File: src/rtl/mips_ctrl_pkg.sv
// Shared definitions for the multicycle MIPS control unit.
//   - opcode and Funct field constants
//   - ALUControl encodings and the FSM-to-decoder ALUOp codes
//   - ALUSrcB and PCSrc select encodings
//   - controller state enum (S_TRAP exists only with ILLEGAL_OP_TRAP_EN)
// Optional macro: ILLEGAL_OP_TRAP_EN adds the TRAP state.
package mips_ctrl_pkg;

  localparam logic [5:0] OP_RTYPE = 6'b000000;
  localparam logic [5:0] OP_LW    = 6'b100011;
  localparam logic [5:0] OP_SW    = 6'b101011;
  localparam logic [5:0] OP_BEQ   = 6'b000100;
  localparam logic [5:0] OP_ADDI  = 6'b001000;
  localparam logic [5:0] OP_J     = 6'b000010;

  localparam logic [5:0] FUNCT_ADD = 6'b100000;
  localparam logic [5:0] FUNCT_SUB = 6'b100010;
  localparam logic [5:0] FUNCT_AND = 6'b100100;
  localparam logic [5:0] FUNCT_OR  = 6'b100101;
  localparam logic [5:0] FUNCT_SLT = 6'b101010;

  localparam logic [2:0] ALU_AND = 3'b000;
  localparam logic [2:0] ALU_OR  = 3'b001;
  localparam logic [2:0] ALU_ADD = 3'b010;
  localparam logic [2:0] ALU_SUB = 3'b110;
  localparam logic [2:0] ALU_SLT = 3'b111;

  localparam logic [1:0] ALUOP_ADD   = 2'b00;
  localparam logic [1:0] ALUOP_SUB   = 2'b01;
  localparam logic [1:0] ALUOP_FUNCT = 2'b10;

  localparam logic [1:0] SRCB_REG    = 2'b00;
  localparam logic [1:0] SRCB_FOUR   = 2'b01;
  localparam logic [1:0] SRCB_IMM    = 2'b10;
  localparam logic [1:0] SRCB_IMM_SH = 2'b11;

  localparam logic [1:0] PCSRC_ALU    = 2'b00;
  localparam logic [1:0] PCSRC_ALUOUT = 2'b01;
  localparam logic [1:0] PCSRC_JUMP   = 2'b10;

  typedef enum logic [3:0] {
    S_FETCH   = 4'd0,
    S_DECODE  = 4'd1,
    S_MEMADR  = 4'd2,
    S_MEMRD   = 4'd3,
    S_MEMWB   = 4'd4,
    S_MEMWR   = 4'd5,
    S_EXECUTE = 4'd6,
    S_ALUWB   = 4'd7,
    S_BRANCH  = 4'd8,
    S_ADDIEX  = 4'd9,
    S_ADDIWB  = 4'd10,
`ifdef ILLEGAL_OP_TRAP_EN
    S_JUMP    = 4'd11,
    S_TRAP    = 4'd12
`else
    S_JUMP    = 4'd11
`endif
  } state_e;

endpackage

File: src/rtl/mc_alu_dec.sv
// ALU control decoder for the multicycle controller.
//   alu_op     in  2  00 add, 01 sub, 10 decode Funct
//   funct      in  6  instruction[5:0]
//   alu_ctrl   out 3  ALUControl encoding; unknown Funct decodes to add
module mc_alu_dec
  import mips_ctrl_pkg::*;
(
  input  logic [1:0] alu_op,
  input  logic [5:0] funct,
  output logic [2:0] alu_ctrl
);

  always_comb begin
    alu_ctrl = ALU_ADD;
    case (alu_op)
      ALUOP_ADD: alu_ctrl = ALU_ADD;
      ALUOP_SUB: alu_ctrl = ALU_SUB;
      default: begin
        case (funct)
          FUNCT_ADD: alu_ctrl = ALU_ADD;
          FUNCT_SUB: alu_ctrl = ALU_SUB;
          FUNCT_AND: alu_ctrl = ALU_AND;
          FUNCT_OR:  alu_ctrl = ALU_OR;
          FUNCT_SLT: alu_ctrl = ALU_SLT;
          default:   alu_ctrl = ALU_ADD;
        endcase
      end
    endcase
  end

endmodule

File: src/rtl/mc_controller.sv
// Multicycle MIPS control unit: Moore FSM sequencing a shared memory and
// one ALU for LW, SW, R-type, BEQ, ADDI and J, stalling on MemReady.
// Ports:
//   clk, rst_n           clock, synchronous active-low reset
//   Op, Funct            instruction fields from the instruction register
//   Zero                 ALU zero flag (gates PCEn in BRANCH)
//   MemReady             memory access complete this cycle
//   IorD, MemWrite, IRWrite, RegDst, MemToReg, RegWrite, ALUSrcA,
//   ALUSrcB[1:0], ALUControl[2:0], PCSrc[1:0], PCEn   datapath controls
//   Exception            illegal-opcode trap (only with ILLEGAL_OP_TRAP_EN)
// Parameter MEM_HANDSHAKE: 1 = wait on MemReady, 0 = memory always ready.
// Optional macro ILLEGAL_OP_TRAP_EN: illegal Op enters a sticky TRAP state;
// otherwise an illegal Op is a 2-cycle NOP.
module mc_controller
  import mips_ctrl_pkg::*;
#(
  parameter int unsigned MEM_HANDSHAKE = 1
) (
  input  logic       clk,
  input  logic       rst_n,
  input  logic [5:0] Op,
  input  logic [5:0] Funct,
  input  logic       Zero,
  input  logic       MemReady,
  output logic       IorD,
  output logic       MemWrite,
  output logic       IRWrite,
  output logic       RegDst,
  output logic       MemToReg,
  output logic       RegWrite,
  output logic       ALUSrcA,
  output logic [1:0] ALUSrcB,
  output logic [2:0] ALUControl,
  output logic [1:0] PCSrc,
`ifdef ILLEGAL_OP_TRAP_EN
  output logic       PCEn,
  output logic       Exception
`else
  output logic       PCEn
`endif
);

  state_e state_q, state_d;

  logic       mem_rdy;
  logic [1:0] alu_op;
  logic       alu_en;
  logic [2:0] alu_ctrl_dec;

  logic       iord_raw, memwrite_raw, irwrite_raw, regdst_raw, memtoreg_raw;
  logic       regwrite_raw, alusrca_raw, pc_write, branch;
  logic [1:0] alusrcb_raw, pcsrc_raw;
`ifdef ILLEGAL_OP_TRAP_EN
  logic       exception_raw;
`endif

  always_comb begin
    mem_rdy = (MEM_HANDSHAKE != 0) ? MemReady : 1'b1;
  end

  mc_alu_dec u_alu_dec (
    .alu_op   (alu_op),
    .funct    (Funct),
    .alu_ctrl (alu_ctrl_dec)
  );

  always_ff @(posedge clk) begin
    if (!rst_n) begin
      state_q <= S_FETCH;
    end else begin
      state_q <= state_d;
    end
  end

  always_comb begin
    state_d      = S_FETCH;
    alu_op       = ALUOP_ADD;
    alu_en       = 1'b0;
    iord_raw     = 1'b0;
    memwrite_raw = 1'b0;
    irwrite_raw  = 1'b0;
    regdst_raw   = 1'b0;
    memtoreg_raw = 1'b0;
    regwrite_raw = 1'b0;
    alusrca_raw  = 1'b0;
    alusrcb_raw  = SRCB_REG;
    pcsrc_raw    = PCSRC_ALU;
    pc_write     = 1'b0;
    branch       = 1'b0;
`ifdef ILLEGAL_OP_TRAP_EN
    exception_raw = 1'b0;
`endif
    case (state_q)
      S_FETCH: begin
        alusrcb_raw = SRCB_FOUR;
        alu_en      = 1'b1;
        irwrite_raw = mem_rdy;
        pc_write    = mem_rdy;
        state_d     = mem_rdy ? S_DECODE : S_FETCH;
      end
      S_DECODE: begin
        alusrcb_raw = SRCB_IMM_SH;
        alu_en      = 1'b1;
        case (Op)
          OP_LW, OP_SW: state_d = S_MEMADR;
          OP_RTYPE:     state_d = S_EXECUTE;
          OP_BEQ:       state_d = S_BRANCH;
          OP_ADDI:      state_d = S_ADDIEX;
          OP_J:         state_d = S_JUMP;
`ifdef ILLEGAL_OP_TRAP_EN
          default:      state_d = S_TRAP;
`else
          default:      state_d = S_FETCH;
`endif
        endcase
      end
      S_MEMADR: begin
        alusrca_raw = 1'b1;
        alusrcb_raw = SRCB_IMM;
        alu_en      = 1'b1;
        if (Op == OP_LW) begin
          state_d = S_MEMRD;
        end else if (Op == OP_SW) begin
          state_d = S_MEMWR;
        end
      end
      S_MEMRD: begin
        iord_raw = 1'b1;
        state_d  = mem_rdy ? S_MEMWB : S_MEMRD;
      end
      S_MEMWB: begin
        memtoreg_raw = 1'b1;
        regwrite_raw = 1'b1;
      end
      S_MEMWR: begin
        iord_raw     = 1'b1;
        memwrite_raw = 1'b1;
        state_d      = mem_rdy ? S_FETCH : S_MEMWR;
      end
      S_EXECUTE: begin
        alusrca_raw = 1'b1;
        alu_op      = ALUOP_FUNCT;
        alu_en      = 1'b1;
        state_d     = S_ALUWB;
      end
      S_ALUWB: begin
        regdst_raw   = 1'b1;
        regwrite_raw = 1'b1;
      end
      S_BRANCH: begin
        alusrca_raw = 1'b1;
        alu_op      = ALUOP_SUB;
        alu_en      = 1'b1;
        pcsrc_raw   = PCSRC_ALUOUT;
        branch      = 1'b1;
      end
      S_ADDIEX: begin
        alusrca_raw = 1'b1;
        alusrcb_raw = SRCB_IMM;
        alu_en      = 1'b1;
        state_d     = S_ADDIWB;
      end
      S_ADDIWB: begin
        regwrite_raw = 1'b1;
      end
      S_JUMP: begin
        pcsrc_raw = PCSRC_JUMP;
        pc_write  = 1'b1;
      end
`ifdef ILLEGAL_OP_TRAP_EN
      S_TRAP: begin
        exception_raw = 1'b1;
        state_d       = S_TRAP;
      end
`endif
      default: state_d = S_FETCH;
    endcase
  end

  // ALUControl is forced to 0 outside ALU-using states so that every
  // unlisted output reads 0; reset low blanks all outputs combinationally.
  always_comb begin
    IorD       = 1'b0;
    MemWrite   = 1'b0;
    IRWrite    = 1'b0;
    RegDst     = 1'b0;
    MemToReg   = 1'b0;
    RegWrite   = 1'b0;
    ALUSrcA    = 1'b0;
    ALUSrcB    = '0;
    ALUControl = '0;
    PCSrc      = '0;
    PCEn       = 1'b0;
`ifdef ILLEGAL_OP_TRAP_EN
    Exception  = 1'b0;
`endif
    if (rst_n) begin
      IorD       = iord_raw;
      MemWrite   = memwrite_raw;
      IRWrite    = irwrite_raw;
      RegDst     = regdst_raw;
      MemToReg   = memtoreg_raw;
      RegWrite   = regwrite_raw;
      ALUSrcA    = alusrca_raw;
      ALUSrcB    = alusrcb_raw;
      ALUControl = alu_en ? alu_ctrl_dec : '0;
      PCSrc      = pcsrc_raw;
      PCEn       = pc_write | (branch & Zero);
`ifdef ILLEGAL_OP_TRAP_EN
      Exception  = exception_raw;
`endif
    end
  end

endmodule

File: config.mk
export PLATFORM = sky130hd
export DESIGN_NAME = mc_controller
export DESIGN_NICKNAME = d
export VERILOG_FILES = /design/src/rtl/mips_ctrl_pkg.sv /design/src/rtl/mc_alu_dec.sv /design/src/rtl/mc_controller.sv
export SDC_FILE = /design/constraint.sdc
export NUM_CORES = 1
export LEC_CHECK = 0
export ABC_AREA = 1
export CAP_MARGIN = 20
export CORE_MARGIN = 2
export CORE_UTILIZATION = 40
export CTS_CLUSTER_SIZE = 16
export DETAILED_ROUTE_END_ITERATION = 8
export GPL_ROUTABILITY_DRIVEN = 1
export PLACE_DENSITY_LB_ADDON = 0.3
export SLEW_MARGIN = 5
export SYNTH_ARGS = -nofsm -noshare
export SYNTH_HDL_FRONTEND = slang
export SYNTH_HIERARCHICAL = 1
export SYNTH_SLANG_ARGS = --single-unit
File: constraint.sdc
create_clock -name clk -period 1.6 [get_ports clk]
set_input_delay 0.32 -clock clk [delete_from_list [all_inputs] [get_ports clk]]
set_output_delay 0.32 -clock clk [all_outputs]
set_load 0.01 [all_outputs]
Yosys cells after proc, flatten, opt, wreduce, memory -nomap -nowiden
Index checks and enable logic that the tools add are counted.
W data, S select, Z words.
{"block": "classes", "n_bitwise": 2, "reduce_logical": 9, "mux": 34, "eq_ne": 21}
{"cell": "$eq A6 B6 Y1 const B", "count": 6}
{"cell": "$pmux W4 S7", "count": 1}
{"cell": "$pmux W4 S5", "count": 1}
{"cell": "$mux W1", "count": 18}
{"cell": "$mux W3", "count": 6}
{"cell": "$eq A4 B3 Y1 const B", "count": 4}
{"cell": "$eq A4 B4 Y1 const B", "count": 4}
{"cell": "$pmux W3 S4", "count": 1}
{"cell": "$eq A4 B2 Y1 const B", "count": 2}
{"cell": "$pmux W2 S2", "count": 2}
{"cell": "$eq A6 B2 Y1 const B", "count": 1}
{"cell": "$eq A6 B3 Y1 const B", "count": 1}
{"cell": "$eq A6 B4 Y1 const B", "count": 1}
{"cell": "$logic_not A6 Y1", "count": 1}
{"cell": "$pmux W2 S3", "count": 1}
{"cell": "$pmux W3 S2", "count": 1}
{"cell": "$reduce_or A2 Y1", "count": 3}
{"cell": "$reduce_or A6 Y1", "count": 1}
{"cell": "$eq A4 B1 Y1 const B", "count": 1}
{"cell": "$logic_not A4 Y1", "count": 1}
{"cell": "$mux W2", "count": 2}
{"cell": "$reduce_or A4 Y1", "count": 1}
{"cell": "$reduce_or A3 Y1", "count": 1}
{"cell": "$eq A2 B1 Y1 const B", "count": 1}
{"cell": "4 further kinds", "count": 4}
{"block": "word_totals", "regBits": 4, "inputBits": 16, "out_inout_bits": 15, "wordCells": 67}

Logic depth before layout (Yosys ltp)
Gate-level depths: netlist of the first run.
{"block": "depth", "ltp_word": 6, "depth_mapped": 9, "mapped_depth_nobuf": 9}

Modules after synthesis
Netlist of the first run, hierarchy kept.
{"mod": "mc_controller", "seq_area_each_um2": 80.1, "cells_per_inst": 112, "instances": 1, "area_each_um2": 549.3}
{"mod": "mc_alu_dec", "seq_area_each_um2": 0.0, "cells_per_inst": 29, "instances": 1, "area_each_um2": 131.4}

Least setup slack after synthesis of the first run
No wires, ideal clock.
{"block": "synth_path", "path_kind": "reg-to-output", "from": "register state_q[2]", "to": "output ALUControl[0]", "path_stages_with_launch": 8, "setup_slack_ns": 0.118, "required_ns": 1.280, "arrival_ns": 1.162, "path_cell_list": "dfxtp_1 > inv_2 > nor2_2 > nand2_1 > inv_1 > a21boi_1 > inv_1 > nor2_1"}
{"block": "synth_via", "elab_chain_len": 6, "word_cells_on_any_way": 14}
{"item": "start, declared", "line": "mc_controller.sv:43", "text": "state_e state_q, state_d;"}
{"item": "start signal, assigned", "line": "mc_controller.sv:71", "text": "state_q <= state_d;"}
{"item": "$eq A4 B4 Y1 or $eq A4 B3 Y1 (tied branches)", "line": "mc_controller.sv:93", "text": "case (state_q)"}
{"item": "$pmux W2 S2 (*)", "line": "mc_controller.sv:93"}
{"item": "named net alu_op[1]", "line": "mc_controller.sv:46", "text": "logic [1:0] alu_op;"}
{"item": "$eq A2 B1 Y1 or $logic_not A2 Y1 (tied branches)", "line": "mc_alu_dec.sv:15", "text": "case (alu_op)"}
{"item": "$pmux W3 S2 (*)", "line": "mc_alu_dec.sv:15"}
{"item": "named net alu_ctrl_dec[0]", "line": "mc_controller.sv:48", "text": "logic [2:0] alu_ctrl_dec;"}
{"item": "$mux W3 (*)", "line": "mc_controller.sv:206", "text": "ALUControl = alu_en ? alu_ctrl_dec : '0;"}
{"item": "$mux W3 (*)", "line": "mc_controller.sv:197", "text": "if (rst_n) begin"}
{"item": "end, declared", "line": "mc_controller.sv:33", "text": "output logic [2:0] ALUControl,"}
Mark *: on every way through the listed nets, which the timed path passes. The rest lies on a longest branch.

Worst setup path in the final report of the first run
{"block": "layout_path", "from": "register state_q[2]", "to": "output ALUSrcA"}
{"block": "layout_via", "elab_chain_len": 4, "word_cells_on_any_way": 7}
{"item": "$eq A4 B2 Y1, or another cell as far along", "line": "mc_controller.sv:93"}
{"item": "$reduce_or A4 Y1 (no source line) (*)"}
{"item": "$mux W1 (*)", "line": "mc_controller.sv:93"}
{"item": "$mux W1 (*)", "line": "mc_controller.sv:197"}
{"item": "end, declared", "line": "mc_controller.sv:31", "text": "output logic ALUSrcA,"}
Mark *: on every way between the ends. The rest lies on a longest branch, timed or not.

==> results of run 1 <==
metrics by stage:
| step | cell area, um2 | instances | utilization [%] | TNS (ns) | hold WS [ns] |
|---|---|---|---|---|---|
| 4_1_cts | 1210 | 213 | 77.8 | -0.0768 | 0.608 |
| 6_report | 1260 | 216 | 81.0 | -0.190 | 0.608 |
| 3_5_place_dp | 1180 | 210 | 75.5 | -7.18 | 0.828 |
| 3_3_place_gp | 1180 | 210 | 75.5 | -6.97 | 0.827 |
| 5_1_grt | 1260 | 216 | 81.0 | -0.763 | 0.639 |
| 2_1_floorplan | 681 | 141 | - | 0 | 0.418 |
routing by layer:
metal  track usage (%)  wire [um]  vias up
met2              55.1       1500       84
met4              7.65         44        0
met1              28.4       1050      509
met5                 0          0        -
met3              3.20        247        8
li1                  -          -      558
repair_timing:
| action | CTS | global route |
|---|---|---|
| gates resized for setup | 93 | 20 |
| setup buffers | 0 | 3 |
| hold endpoints to repair | 0 | 0 |
| pin swaps | 9 | 12 |
| endpoints found under the setup margin | 15 | 11 |
where the power goes:
part	switching [mW]	internal, mW	leakage, nW
Combinational	0.0850	0.0733	0.627
Sequential	0.00436	0.0987	0.0352
Clock	0.0388	0.0837	0.0138
synthesized netlist by cell type, types with 2 or more instances:
library cell  instances
dfxtp_1               4
nor2_1               36
nor3_1                2
nand3b_1              2
inv_2                 4
a21oi_1               2
a31oi_1               4
nor4_1                2
inv_1                25
nand3_1              13
nand2_1              33
nor2_2                6
cell families after synthesis:
kind of cell	Yosys count	share of synthesized area (%)
DFF	4	11.8
AOI/OAI and AO/OA	11	10.5
buffers and inverters	30	16.5
and+or+nand+nor	96	61.2
area by class of cell:
class	instances	area share, %
Clock buffer	3	1.78
Inverter	29	9.02
Multi-Input combinational cell	107	46.4
Sequential cell	4	7.33
Tap cell	16	1.59
Timing Repair Buffer	57	33.9
worst max path at each step:
stage | from | end | slack [ns] | cells after the start
after floorplan | state_q[2] | ALUControl[0] | 0.12 | 7
after global placement | Funct[0] | ALUControl[0] | -0.60 | 8
after detailed placement | Funct[2] | ALUControl[0] | -0.67 | 8
after CTS | state_q[3] | ALUControl[0] | -0.04 | 8
after global routing | Funct[0] | ALUControl[1] | -0.13 | 11
final | state_q[2] | ALUSrcA | -0.05 | 5
worst max-delay path, stage by stage, from the launching register on:
cell	delay (ns)
dfxtp_4	0.37
buf_4	0.14
nor2_4	0.13
nand2_2	0.10
a41oi_2	0.19
buf_2	0.15
==> results.yml, run 1 <==
logic_synthesis:
  yosysSeqAreaShare_pct: 11.8
  synth_edf_count: 0
  synth_cell_types: 20
  netlist_area_um2: 681
  synthCells: 141
  ys.flop_type: "dfxtp_1"
  synth_area_per_cell_um2: 4.83
  yosysWarnings: 6
  ys_top_cells_by_area: "nor2_1, nand2_1, inv_1"
  synth_top_area_share_pct: 19.9
  async_flop_share_pct: 0
  synth_top_cell_by_area: "nor2_1"
  synth-seq-cells: 4
  syn-num-nets: 157
clocking:
  clock_path_buffers: 2
  clkLatencyLatePin_ns: 0.23
  cts_sinks: 4
  path_clk_slew_ns: 0.04
  numCtsBuffers: 3
  htreeDepth: 1
  cts_hold_buffers: 0
  cts_tree: "built"
  ctsRootBufferMaster: "clkbuf_4"
placed_design:
  portBuffers: 30
  preCtsSetupSlack_ns: -0.674
  gp_routability_congestion: 0.876
  hpwl_um: 1850
drt:
  drt-total-wl_um: 2850
  wl_per_cell_um: 13.2
  vias: 1159
  final_antenna_net_count: 0
  drc_errors: 0
  firstDrtPassIters: 5
  drt_iter0_drc: 65
  via_per_inst: 5.37
die:
  start_util_pct: 43.7
  core_area_um2: 1560
  core.rowCount: 14
  die_width_um: 45.3
  die_y_um: 45.3
  io-pin-count: 31
  die_area_um2: 2050
global_routing:
  grt_pass1_wl_um: 4150
  antenna_found_initial: 0
  grt_usage_pct: 27.2
  grt_pass1_vias: 1063
  grt_max_degree: 8
  grt_overflow: 0
setup_path:
  timing.rr.end: "state_q[0]"
  path_class: "flop to output pin"
  cp.arrival_ns: 1.33
  cp_max_fo: 5
  critical_path_required_ns: 1.28
  end_kind: "output pin"
  rr_startpoint: "state_q[2]"
  ff2ff_setup_slack_ns: 0.19
  startpoint_type: "flop"
  reg2reg_depth: 9
outcome:
  status: "complete, but fails checks"
  violations: "negative setup slack"
sta:
  finalClockSkew_ns: 0.00171
  setup_ws_ns: -0.0451
  period_share_pct: 103
  rsz0062_at_grt: "true"
  hold_viol_final: 0
  period_minus_slack_ns: 1.65
  relSlewSlack_pct: 82.1
  fmax_mhz: 608
  setup_viol: 7
  worst_pin_slew_ns: 0.266
  final_max_slew_viol_count: 0
layout:
  largest_reg_flops: 4
  nets: 218
  seq_area_um2: 92.6
  final_cell_mix: "nor2_1, nand2_1, buf_4"
  multi_input_area_um2: 586
  drive_gt1_share_pct: 43.5
  top_register: "state_q"
  antenna_cells: 0
  layout_commonest_cell: "nor2_1"
  fill_cells: 102
  reg_top3: "state_q (4)"
  syn_to_final_growth_pct: 85.5
power_and_ir_drop:
  power.total_mw: 0.384
  power_leakage_nw: 0.676
  p_per_area_nw_per_um2: 304
  vdd_drop_max_v: 0.000487
run:
  maxCapViolCount: 0
min_path:
  worstHoldStart: "rst_n"
  hold-path-cell-count: 4
  hold_path_end: "state_q[0]"
  worstHoldPathType: "primary input to flop"
(Power assumes the default switching activity.)
==> run 2: changes to the inputs <==
- ABC_AREA: 1 -> default
==> run 2 against run 1 <==
Count of clock-buffer cells in the layout stayed put. Global-route usage is 1.4 points higher. Via count is 10% lower. Worst hold slack worse by 0.053 ns. Sequential share of layout area is 0.77 points lower. Cell count is 18% lower. Largest cell class unchanged. Setup slack worse by 0.34 ns. The run still ends with negative setup slack left. First-iteration DRC count is 71% lower.
==> results.yml, run 2 <==
drt:
  drt-total-wl_um: 3190
  final_antenna_net_count: 0
  wl_per_cell_um: 17.9
  drt_iter0_drc: 19
  via_per_inst: 5.86
  firstDrtPassIters: 4
  drc_errors: 0
  vias: 1043
setup_path:
  timing.rr.end: "state_q[1]"
  end_kind: "output pin"
  path_class: "flop to output pin"
  cp_max_fo: 2
  reg2reg_depth: 6
  startpoint_type: "flop"
  ff2ff_setup_slack_ns: -0.07
  cp.arrival_ns: 1.66
  rr_startpoint: "state_q[2]"
  critical_path_required_ns: 1.28
  crit_start: "state_q[0]"
logic_synthesis:
  yosysMostFrequentCell: "nor2_1"
  synth_cell_types: 32
  netlist_area_um2: 644
  syn-num-nets: 118
  synth_area_per_cell_um2: 6.32
  synth-seq-cells: 4
  synth_top_cell_by_area: "dfxtp_1"
  ys.flop_type: "dfxtp_1"
  async_flop_share_pct: 0
  synth_common_cells: "nor2_1, a21oi_1, inv_1, nand2_1, buf_2"
  synthCells: 102
  synth_edf_count: 0
  yosysSeqAreaShare_pct: 12.4
  ys_top_cells_by_area: "dfxtp_1, nor2_1, a21oi_1"
  synth_top_area_share_pct: 12.4
  yosysWarnings: 6
die:
  core.rowCount: 14
  start_util_pct: 42.8
  io-pin-count: 31
  die_area_um2: 1950
  die_y_um: 44.1
  die_width_um: 44.1
  core_area_um2: 1510
clocking:
  numCtsBuffers: 3
  htreeDepth: 1
  cts_sinks: 4
  cts_hold_buffers: 0
  path_clk_slew_ns: 0.04
  clock_path_buffers: 2
  cts_tree: "built"
  clkLatencyLatePin_ns: 0.25
  ctsRootBufferMaster: "clkbuf_4"
layout:
  top_register: "state_q"
  reg_top3: "state_q (4)"
  final_cell_mix: "buf_4, buf_2, nor2_1"
  largest_reg_flops: 4
  syn_to_final_growth_pct: 107
  drive_gt1_share_pct: 53.1
  antenna_cells: 0
  layout_commonest_cell: "buf_4"
  final_cell_area_um2: 1340
  nets: 180
min_path:
  worstHoldPathType: "primary input to flop"
  worstHoldStart: "Op[2]"
  hold-path-cell-count: 4
  hold_path_end: "state_q[3]"
placed_design:
  place_area_um2: 1130
  gp_routability_congestion: 0.924
  hpwl_um: 1670
  portBuffers: 30
power_and_ir_drop:
  power.total_mw: 0.407
  power_leakage_nw: 0.574
  p_per_area_nw_per_um2: 305
  vdd_drop_max_v: 0.000339
sta:
  setup_ws_ns: -0.383
  fmax_mhz: 504
  tns_ns: -2.15
  relSlewSlack_pct: 74.5
  period_minus_slack_ns: 1.98
  hold_viol_final: 0
  setup_viol: 17
  worst_pin_slew_ns: 0.380
  rsz0062_at_grt: "true"
  period_share_pct: 124
  final_max_slew_viol_count: 0
  finalClockSkew_ns: 0.00775
global_routing:
  grt_overflow: 0
  grt_pass1_vias: 978
  grt_pass1_wl_um: 4150
  grt_max_degree: 10
  grt_usage_pct: 28.6
  antenna_found_initial: 0
outcome:
  violations: "negative setup slack"
  status: "complete, but fails checks"
run:
  maxCapViolCount: 0
[run 2: cell count changes after synthesis, sizes merged, moves of 3 or more]
cell and delta:
nand2 -27, nor2 -27, inv -22, nand3 -11, a21oi +8, buf +5, nand2b +5, nor2b +3
nor3 +3, nor3b +3, o21ai +3
[run 2: kinds of logic after synthesis]
kind of cell / Yosys count / synth area share (%)
and+or+nand+nor: 58 / 52.8
AOI/OAI and AO/OA: 23 / 21.0
buffers and inverters: 14 / 9.32
DFF: 4 / 12.4
xor gates and xnor gates: 2 / 2.72
muxes: 1 / 1.75
[run 2: layer usage]
layer / up-vias / share of wire, % / track usage [%]
li1: 478 / - / -
met1: 496 / 36 / 28.8
met2: 57 / 53 / 56.5
met3: 12 / 7.9 / 3.27
met4: 0 / 3.0 / 14.5
met5: - / 0 / 0
[run 2: report_power, final]
part	switching [mW]	internal, mW	total (mW)
clock	0.0484	0.0843	0.133
sequential	0.00159	0.101	0.103
combinational	0.0802	0.0915	0.172
[run 2: worst max-delay path by stage]
stage / end / slack, ns / cells after the start
4_1_cts: ALUControl[1] / -0.32 / 7
2_1_floorplan: ALUControl[1] / -0.18 / 8
6_report: ALUControl[1] / -0.38 / 7
5_1_grt: ALUControl[1] / -0.44 / 7
3_3_place_gp: ALUControl[2] / -0.76 / 6
3_5_place_dp: ALUControl[2] / -0.83 / 6
[run 2: worst max-delay path, stage by stage (launching register included)]
cell,delay (ns)
dfxtp_2,0.31
nand2b_4,0.15
nor2_4,0.11
nand3b_1,0.10
or4b_1,0.50
inv_1,0.07
nor2_1,0.04
buf_2,0.14
[run 2: stage by stage]
step	std cells	hold WS (ns)	util (%)	worst slack [ns]
final	178	0.555	88.6	-0.383
after global routing	178	0.607	88.6	-0.441
after CTS	173	0.761	81.5	-0.318
after detailed placement	166	0.739	75.2	-0.828
after global placement	166	0.713	75.2	-0.763
after floorplan	102	0.505	-	-0.183
[run 2: area by class of cell]
type	count	area, um2
clock buffer	3	22.5
inverter	7	26.3
multi-input combinational	84	636
timing repair buffer	64	543
sequential	4	87.6
tap	16	20.0
fill	83	171
[run 2: what timing repair did]
action	in CTS	in global routing
setup buffers	4	7
setup endpoints to repair	18	19
pin swaps	4	13
gates resized for setup	78	30
